## src/rtl/serial_add_sub.sv

```systemverilog
// serial_add_sub: multi-cycle two's-complement add/sub/neg/abs unit.
// One DIGIT-bit ripple slice is reused for WIDTH/DIGIT cycles; operands are
// pre-conditioned at accept time so every op reduces to X + Y + c0.
module serial_add_sub #(
  parameter int WIDTH = 4,
  parameter int DIGIT = 1
) (
  input  logic             clk,
  input  logic             rst_n,
  input  logic             start,
  input  logic [1:0]       op,
  input  logic [WIDTH-1:0] a,
  input  logic [WIDTH-1:0] b,
  output logic             busy,
  output logic             done,
  output logic [WIDTH-1:0] result,
  output logic             carry_out,
  output logic             overflow,
  output logic             zero
);

  localparam int N  = WIDTH / DIGIT;
  localparam int CW = $clog2(N + 1);

  if (WIDTH < 2 || DIGIT < 1 || (WIDTH % DIGIT) != 0) begin : g_param_err
    $error("serial_add_sub: WIDTH must be >= 2 and DIGIT must divide WIDTH");
  end

  typedef enum logic {IDLE, RUN} state_e;

  state_e            state_q;
  logic [WIDTH-1:0]  x_q, y_q, sr_q;
  logic              carry_q;
  logic [CW-1:0]     cnt_q;
  logic              done_q, cout_q, ovf_q, zero_q;
  logic [WIDTH-1:0]  result_q;

  logic [WIDTH-1:0]  x_d, y_d;
  logic              c0_d;
  logic [DIGIT-1:0]  sum_d;
  logic              carry_d;
  logic              cmsb_d;
  logic [WIDTH-1:0]  sr_d;
  logic              last_d;

  // Map the requested op onto X + Y + c0 (subtract/negate via invert-plus-one).
  always_comb begin
    x_d  = a;
    y_d  = b;
    c0_d = 1'b0;
    case (op)
      2'b00: ;
      2'b01: begin
        y_d  = ~b;
        c0_d = 1'b1;
      end
      2'b10: begin
        x_d  = ~a;
        y_d  = '0;
        c0_d = 1'b1;
      end
      default: begin
        y_d = '0;
        if (a[WIDTH-1]) begin
          x_d  = ~a;
          c0_d = 1'b1;
        end
      end
    endcase
  end

  // Shared ripple slice over the low DIGIT bits; cmsb_d keeps the carry into
  // the slice's top bit, which on the final digit is the carry into the MSB.
  always_comb begin : slice
    logic cy;
    cy     = carry_q;
    sum_d  = '0;
    cmsb_d = 1'b0;
    for (int i = 0; i < DIGIT; i++) begin
      sum_d[i] = x_q[i] ^ y_q[i] ^ cy;
      cmsb_d   = cy;
      cy       = (x_q[i] & y_q[i]) | (cy & (x_q[i] ^ y_q[i]));
    end
    carry_d = cy;
  end

  // New sum digit enters at the top; after N shifts the LSB digit sits at bit 0.
  always_comb begin
    sr_d   = WIDTH'({sum_d, sr_q} >> DIGIT);
    last_d = (cnt_q == CW'(N - 1));
  end

  // Control FSM plus datapath registers; flags are updated only on completion.
  always_ff @(posedge clk or negedge rst_n) begin
    if (!rst_n) begin
      state_q  <= IDLE;
      x_q      <= '0;
      y_q      <= '0;
      sr_q     <= '0;
      carry_q  <= 1'b0;
      cnt_q    <= '0;
      done_q   <= 1'b0;
      result_q <= '0;
      cout_q   <= 1'b0;
      ovf_q    <= 1'b0;
      zero_q   <= 1'b0;
    end else begin
      done_q <= 1'b0;
      case (state_q)
        IDLE: begin
          if (start) begin
            x_q     <= x_d;
            y_q     <= y_d;
            carry_q <= c0_d;
            sr_q    <= '0;
            cnt_q   <= '0;
            state_q <= RUN;
          end
        end
        default: begin
          x_q     <= x_q >> DIGIT;
          y_q     <= y_q >> DIGIT;
          sr_q    <= sr_d;
          carry_q <= carry_d;
          cnt_q   <= cnt_q + CW'(1);
          if (last_d) begin
            state_q  <= IDLE;
            done_q   <= 1'b1;
            result_q <= sr_d;
            cout_q   <= carry_d;
            ovf_q    <= cmsb_d ^ carry_d;
            zero_q   <= (sr_d == '0);
          end
        end
      endcase
    end
  end

  assign busy      = (state_q == RUN);
  assign done      = done_q;
  assign result    = result_q;
  assign carry_out = cout_q;
  assign overflow  = ovf_q;
  assign zero      = zero_q;

endmodule

```

## config.mk

```make
export PLATFORM = sky130hd
export DESIGN_NAME = serial_add_sub
export DESIGN_NICKNAME = d
export VERILOG_FILES = /design/src/rtl/serial_add_sub.sv
export SDC_FILE = /design/constraint.sdc
export NUM_CORES = 1
export LEC_CHECK = 0
export CORE_MARGIN = 2
export CORE_UTILIZATION = 48
export CTS_BUF_LIST = sky130_fd_sc_hd__clkbuf_4 sky130_fd_sc_hd__clkbuf_8
export DETAILED_ROUTE_END_ITERATION = 8
export GPL_ROUTABILITY_DRIVEN = 0
export PLACE_DENSITY = 0.77
export SETUP_SLACK_MARGIN = 0.15
export SYNTH_ARGS = -nofsm -noshare
export SYNTH_HDL_FRONTEND = slang
export SYNTH_SLANG_ARGS = --single-unit
```

## constraint.sdc

```tcl
create_clock -name clk -period 1.5 [get_ports clk]
set_input_delay 0.3 -clock clk [delete_from_list [all_inputs] [get_ports clk]]
set_output_delay 0.3 -clock clk [all_outputs]
set_load 0.03 [all_outputs]
```

* Yosys cells after proc, flatten, opt, wreduce, memory -nomap -nowiden *
Cells that the tools add are included.

operators by class
  add/sub/neg operators = 1
  bitwise logic cells = 8
  equal/unequal tests = 3
  reduce and logical (&&, ||, !) cells = 6
  mux-type cells = 20

operator list
  kind                                                  number
  two-way mux 4 bit                                     7
  case mux 4 bit (2 select lines)                       2
  two-way mux 1 bit                                     8
  inverter 4 bit                                        2
  two-way mux 3 bit                                     2
  logical NOT 4 bit                                     1
  OR reduction 2 bit                                    2
  adder 3 x 1 -> 3 bit (second input constant)          1
  equality test 3 x 2 -> 1 bit (second input constant)  1
  bitwise XOR 1 bit                                     3
  bitwise AND 1 bit                                     2
  equality test 2 x 1 -> 1 bit (second input constant)  1
  equality test 2 bit (second input constant)           1
  logical NOT 2 bit                                     1
  case mux 1 bit (2 select lines)                       1
  AND reduction 2 bit                                   1
  nonzero test 2 bit                                    1
  OR 1 bit                                              1

storage, ports and cells
  register bits after elaboration = 25
  word-level logic and storage cells = 49
  bits of input ports = 13

* Logic depth before layout (Yosys ltp) *
Gate-level depths: netlist of the first run.

  word-level depth = 5
  depth in mapped cells = 5

* Least setup slack after synthesis of the first run *
No wires, ideal clock.

  path type = register -> register
  start point = reg x_q[0]
  end point = reg zero_q, in the netlist zero
  library setup time = 0.076 ns
  data arrival time = 1.373 ns
  clock period less this slack = 1.450 ns
  path slack = 0.050 ns
  stages on the path, launching flop included = 4
  path through = dfrtp_1 fa_1 or4_1 o21ai_1

on the way
  word-level cells in the longest chain between the ends = 3

ends and longest elaborated chain
  item                            RTL line  text
  start, declared                 32        logic [WIDTH-1:0] x_q, y_q, sr_q;
  start signal, assigned          121       x_q <= x_q >> DIGIT;
  bitwise XOR 1 bit (2 in a row)  80        sum_d[i] = x_q[i] ^ y_q[i] ^ cy;
  net sum_d                       40        logic [DIGIT-1:0] sum_d;
  logical NOT 4 bit               132       zero_q <= (sr_d == '0);
  end signal, assigned            132
  end, declared                   35        logic done_q, cout_q, ovf_q, zero_q;

The timed path passes the listed nets, and every way through them passes these cells.
A chain may end at the register's enable or synchronous reset.

* Worst setup path after layout of the first run *
  start point = reg y_q[0]
  end point = reg zero_q, in the netlist zero

on the way
  word-level cells in the longest chain between the ends = 3

ends and longest elaborated chain
  item                            RTL line  text
  start, declared                 32
  start signal, assigned          113       y_q <= y_d;
  start signal, assigned          122       y_q <= y_q >> DIGIT;
  bitwise XOR 1 bit (2 in a row)  80
  net sum_d                       40
  logical NOT 4 bit               132

The timed path passes the listed nets, and every way through them passes these cells.

==> flow_summary.ini, run 1 <==
[power]
p_leak_nw = 0.809
comb_power_share_pct = 52.7
swShare_pct = 37.2
p_sw_w = 0.00105
p_clk_share_pct = 9.7
ir_worst_vdd_uv = 1020
p_int_w = 0.00176
p_seq_share_pct = 37.6
powerDensity_nw_per_um2 = 1710

[placed_design]
io_buffers = 21
dp_hpwl_um = 1740
place_area_um2 = 1530

[global_routing]
grt_start_max_net_pins = 25
antenna_found_initial = 0
gr-usage-met1_pct = 23.3
grt_util_all_layers_pct = 19.6
grt_overflow = 0
use_met3_pct = 3.33
grt_busiest_layer = met2
grt_pass1_vias = 934
use_met2_pct = 35.6
grt_pass1_wl_um = 4040

[sta]
relSlewSlack_pct = 80.1
maxSlewViolCount = 0
fin_ws_ns = -0.00879
skew_ns = 0.00297
period_share_pct = 101
holdWs_ns = 0.332
min_period_ns = 1.51
rsz0062_at_grt = true
clock.fmax_mhz = 663
hold_viol_final = 0
tightest_slew_ns = 0.299
finalSetupViolations = 1

[routing]
via_per_inst = 5.27
route.detailed.drc = 0
wl_um = 2410
dr_total_vias = 944
firstDrtPassIters = 4
wl_per_cell_um = 13.5
drtIter0Drc = 8
ant_nets = 0

[setup_path]
critical_path.reg2reg.startpoint = y_q[0]
crit_path_max_incr_delay_ns = 0.48
crit_buf_inv = 0
crit_family = adder cells
crit_path_max_fanout = 2
r2r_slack_ns = -0.009
critPathLaunchType = register
cp_cell_sequence = fa_2, or4_4, o21ai_2
end_kind = register
r2r_cells = 3
crit_type = register to register
cp_slowest_cell = fa_2
r2r-end = zero
cp.arrival_ns = 1.75
critical_path_required_ns = 1.74

[floorplanning]
row_count = 18
dieWidth_um = 54.1
io_pins = 22
fp.dieArea_um2 = 2920
coreArea_um2 = 2430
initial_utilization_pct = 49.4
die_h_um = 54.1

[yosys]
netlist_instances = 109
ys_seq_area_share_pct = 49.9
synth.area.mux_share_pct = 9.78
synth_top_family_by_area = compound AO/OA/AOI/OAI gates
yosys.area.top_type = dfrtp_1
synth_fa_ha_area_share_pct = 7.91
synth_top_cell_area_share_pct = 49.9
ys_async_sr_fraction_pct = 100
synth_edf_count = 0
synthDistinctLibCells = 29
syn_area_per_cell_um2 = 11.0
synth_flop_cell = dfrtp_1
synth_compound_area_share_pct = 14.6
ys_ff_latch = 24
synth_area_leaders = dfrtp_1 50%, ha_1 6.2%, mux2_2 5.6%
synth_xor_area_share_pct = 0.728
synthSimpleGateAreaFrac_pct = 13.2
synth_area_um2 = 1200
synth_fp_nets = 129
yosys_warnings = 0

[run_status]
outcome = finished, violations left
violations = negative setup slack

[cts]
clk_latency_ns = 0.30
cts_root_buffer = clkbuf_4
htree_levels = 1
clkSlewWorstSetupHoldPaths_ns = 0.12
clockBufferDepth = 2
cts.sinks = 24
cts_tree = yes
cts_buffers = 3

[layout]
antenna_cells = 0
seqCellArea_um2 = 602
multi_input_area_um2 = 614
fin_area_um2 = 1640
drive_gt1_share_pct = 31.5
syn_to_final_growth_pct = 36.7
layout.nets = 171
fill_cells = 213

[min_path]
hold_path_class = input pin to asynchronous set/reset pin

[flow_run]
drv_cap = 0
==> layout by cell type (no fill, tap or decap), drive strengths merged <==
master	netlist	final
clkdlybuf4s50	0	10
nand2	8	8
o31ai	1	1
o21ai	6	6
fa	1	1
dfrtp	24	24
clkdlybuf4s15	0	3
buf	5	22
a21o	6	6
a311oi	1	1
a22o	1	1
a211oi	4	4
dlygate4sd2	0	2
a22oi	1	1
nor3b	2	2
ha	6	6
and2b	1	1
nand2b	6	6
mux2	6	6
inv	5	5
or4	1	1
or2b	1	1
nor2	7	7
mux2i	5	5
or3	1	1
clkbuf	0	8
nand4	3	3
a21oi	3	3
o211ai	3	3
xnor2	1	1
==> layout make-up <==
| class | count | share of cell area, % |
|---|---|---|
| flip-flops and latches | 24 | 36.6 |
| well taps | 30 | 2.28 |
| repair buffers | 42 | 21.2 |
| multi-input cells | 75 | 37.4 |
| clock buffers | 3 | 1.37 |
| inverters | 5 | 1.14 |
==> worst max-delay path by stage <==
stage	startpoint	to	cells past startpoint	slack, ns
floorplan	y_q[0]	zero	3	0.05
global placement	op[1]	x_q[0]	6	-0.24
detailed placement	op[0]	y_q[1]	7	-0.33
CTS	y_q[0]	zero	3	-0.05
global route	y_q[0]	zero	3	-0.07
finish	y_q[0]	zero	3	-0.009
==> per-stage QoR <==
| step | setup TNS, ns | total power (W) | cells | utilization [%] | worst slack, ns |
|---|---|---|---|---|---|
| CTS | -0.0474 | 0.00270 | 177 | 66.7 | -0.0474 |
| global route | -0.0660 | 0.00304 | 179 | 67.6 | -0.0660 |
| global placement | -1.63 | 0.00224 | 169 | 62.8 | -0.242 |
| finish | -0.00879 | 0.00281 | 179 | 67.6 | -0.00879 |
| detailed placement | -2.38 | 0.00231 | 169 | 62.8 | -0.327 |
| floorplan | 0 | 0.00184 | 109 | - | 0.0503 |
==> cell usage after synthesis (all sizes together) (2+ instances only) <==
master,count
dfrtp,24
nand2,8
nor2,7
a21o,6
ha,6
mux2,6
nand2b,6
o21ai,6
buf,5
inv,5
mux2i,5
a211oi,4
a21oi,3
nand4,3
o211ai,3
nor3b,2
==> cell families (layout without fill, tap and decap cells) <==
logic type / after synthesis / count (layout)
AO/OA/AOI/OAI: 26 / 26
AND/OR/NAND/NOR: 30 / 30
adder cells (fa/ha/maj): 7 / 7
buffers and inverters: 10 / 50
multiplexers: 11 / 11
flip-flops: 24 / 24
XOR/XNOR: 1 / 1
==> registers in the layout (all words and copies together) (netlist names) <==
register,flops
carry_out,1
zero,1
done,1
cnt_q,3
result,4
sr_q,3
busy,1
overflow,1
x_q,4
y_q,4
carry_q,1
==> metal layers <==
metal	part of all wire [%]	up-vias
li1	-	468
met1	41	455
met2	54	19
met3	4.3	2
met4	0.62	0
met5	0	-
==> timing repair <==
item | in CTS | in global routing
hold buffers | 0 | 0
resized for setup | 28 | 15
pin swaps | 2 | 2
endpoints found under the setup margin | 23 | 14
setup buffers | 5 | 2
==> power by group through the flow <==
stage,Combinational [W],Sequential [W],Clock [W]
after CTS,0.00137,0.00105,0.000283
after detailed placement,0.00122,0.00109,0
final,0.00148,0.00106,0.000273
after global placement,0.00117,0.00107,0
after global routing,0.00163,0.00109,0.000317
after floorplan,0.000628,0.00121,0
(Power assumes the default switching activity.)
==> run 2, diff against run 1 <==
CELL_PAD_IN_SITES_DETAIL_PLACEMENT = 0   (was default)
CELL_PAD_IN_SITES_GLOBAL_PLACEMENT = 2   (was default)
CORE_ASPECT_RATIO = 1.25   (was default)
CORE_UTILIZATION = 34   (was 48)
PLACE_DENSITY = default   (was 0.77)
PLACE_DENSITY_LB_ADDON = 0.1   (was default)
clock period = 1.6 ns   (was 1.5 ns; I/O delays follow)
==> flow_summary.ini, run 2 (synthesized netlist as in run 1, its figures left out) <==
[run_status]
outcome = finished clean

[power]
p_leak_nw = 0.778
ir_worst_vdd_uv = 750
powerDensity_nw_per_um2 = 1590

[setup_path]
r2r_slack_ns = 0.09
critPathLaunchType = register
crit_start = x_q[0]
crit_path_max_fanout = 2
crit_type = register to register
critical_path_required_ns = 1.80
end_kind = register
r2r_cells = 3
critical_path.reg2reg.startpoint = x_q[0]
crit_end = zero
cp.arrival_ns = 1.70
r2r-end = zero

[layout]
antenna_cells = 0
layout.nets = 161
drive_gt1_share_pct = 18.6
fill_cells = 334
syn_to_final_growth_pct = 32.4
multi_input_area_um2 = 584
seqCellArea_um2 = 602
final_util_pct = 46.5
fin_area_um2 = 1590
final_common_cell = dfrtp_1
final_cell_mix = 23 x dfrtp_1, 10 x clkdlybuf4s50_1, 10 x dlygate4sd2_1, 10 x buf_4

[sta]
skew_ns = 0.00172
tightest_slew_ns = 0.311
rsz0062_at_grt = true
finalSetupTns_ns = 0
relSlewSlack_pct = 79.2
finalSetupViolations = 0
period_share_pct = 94.1
maxSlewViolCount = 0
hold_viol_final = 0
fin_ws_ns = 0.0948
min_period_ns = 1.51
clock.fmax_mhz = 664
holdWs_ns = 0.404

[placed_design]
post-place-ws_ns = -0.224
place_area_um2 = 1500
dp_hpwl_um = 1720
io_buffers = 21

[floorplanning]
coreArea_um2 = 3420
die_h_um = 70.5
dieWidth_um = 57.2
fp.dieArea_um2 = 4030
io_pins = 22
initial_utilization_pct = 35.1
row_count = 24

[global_routing]
antenna_found_initial = 0
grt_overflow = 0
grt_start_max_net_pins = 25
grt_util_all_layers_pct = 12.7
grt_pass1_wl_um = 4050
grt_pass1_vias = 909

[flow_run]
drv_cap = 0

[routing]
wl_um = 2310
dr_total_vias = 900
via_per_inst = 5.03
route.detailed.drc = 0
drtIter0Drc = 9
firstDrtPassIters = 2
ant_nets = 0
wl_per_cell_um = 12.9

[cts]
cts.sinks = 24
cts_tree = yes
clockBufferDepth = 2
clkSlewWorstSetupHoldPaths_ns = 0.08
cts_buffers = 3
ctsHoldBuffers = 0
cts_root_buffer = clkbuf_8
clk_latency_ns = 0.26
htree_levels = 1

[min_path]
hold_path_class = input pin to asynchronous set/reset pin
==> run 2: cell types whose count changed in the layout (fill, tap and decap cells not counted), sizes merged <==
cell / previous run / this run
buf: 22 / 11
dlygate4sd2: 2 / 10
clkbuf: 8 / 4
clkdlybuf4s15: 3 / 0
nand2: 8 / 9
==> run 2: what timing repair did <==
action | 4_1_cts | 5_1_grt
cloned | 1 | 0
buffers inserted | 2 | 0
pin swaps | 1 | 1
hold endpoints to repair | 0 | 0
resized for setup | 13 | 2
endpoints found under the setup margin | 20 | 7
==> run 2: area by class of cell <==
type                       instances  area share (%)
timing repair buffer              31            17.8
sequential                        24            37.8
multi-input combinational         76            36.7
inverter                           5            1.18
clock buffer                       4            3.46
tap                               39            3.07
==> run 2: where the power goes <==
part	internal (W)	switching (W)	leakage, nW
combinational	0.000534	0.000562	0.441
clock	0.000220	0.000191	0.0288
sequential	0.000843	0.000176	0.309
total	0.00160	0.000928	0.778
==> run 2: worst max-delay path, cell delays in order (launching register included) <==
cell and delay [ns]:
dfrtp_1 0.41, fa_1 0.51, or4_1 0.40, o21ai_1 0.12
==> run 2: how the worst min path moves through the flow <==
stage / end / slack, ns / cells after the start
3_5_place_dp: y_q[1] / 0.47 / 1
2_1_floorplan: busy / 0.02 / 0
5_1_grt: zero / 0.43 / 2
6_report: zero / 0.40 / 2
4_1_cts: result[0] / 0.42 / 2
3_3_place_gp: y_q[2] / 0.46 / 1
==> run 2: metrics by stage <==
step / std cells / power (W)
2_1_floorplan: 109 / 0.00172
3_3_place_gp: 172 / 0.00208
3_5_place_dp: 172 / 0.00212
4_1_cts: 179 / 0.00254
5_1_grt: 179 / 0.00272
6_report: 179 / 0.00253
==> run 2: metal layers <==
layer | track usage, % | vias to the layer above | wire (um) | part of all wire (%)
met1 | 16.1 | 431 | 1050 | 45
met4 | 3.88 | 0 | 29 | 1.3
met3 | 2.59 | 4 | 89 | 3.8
li1 | - | 447 | - | -
met5 | 0 | - | 0 | 0
met2 | 21.6 | 18 | 1150 | 50
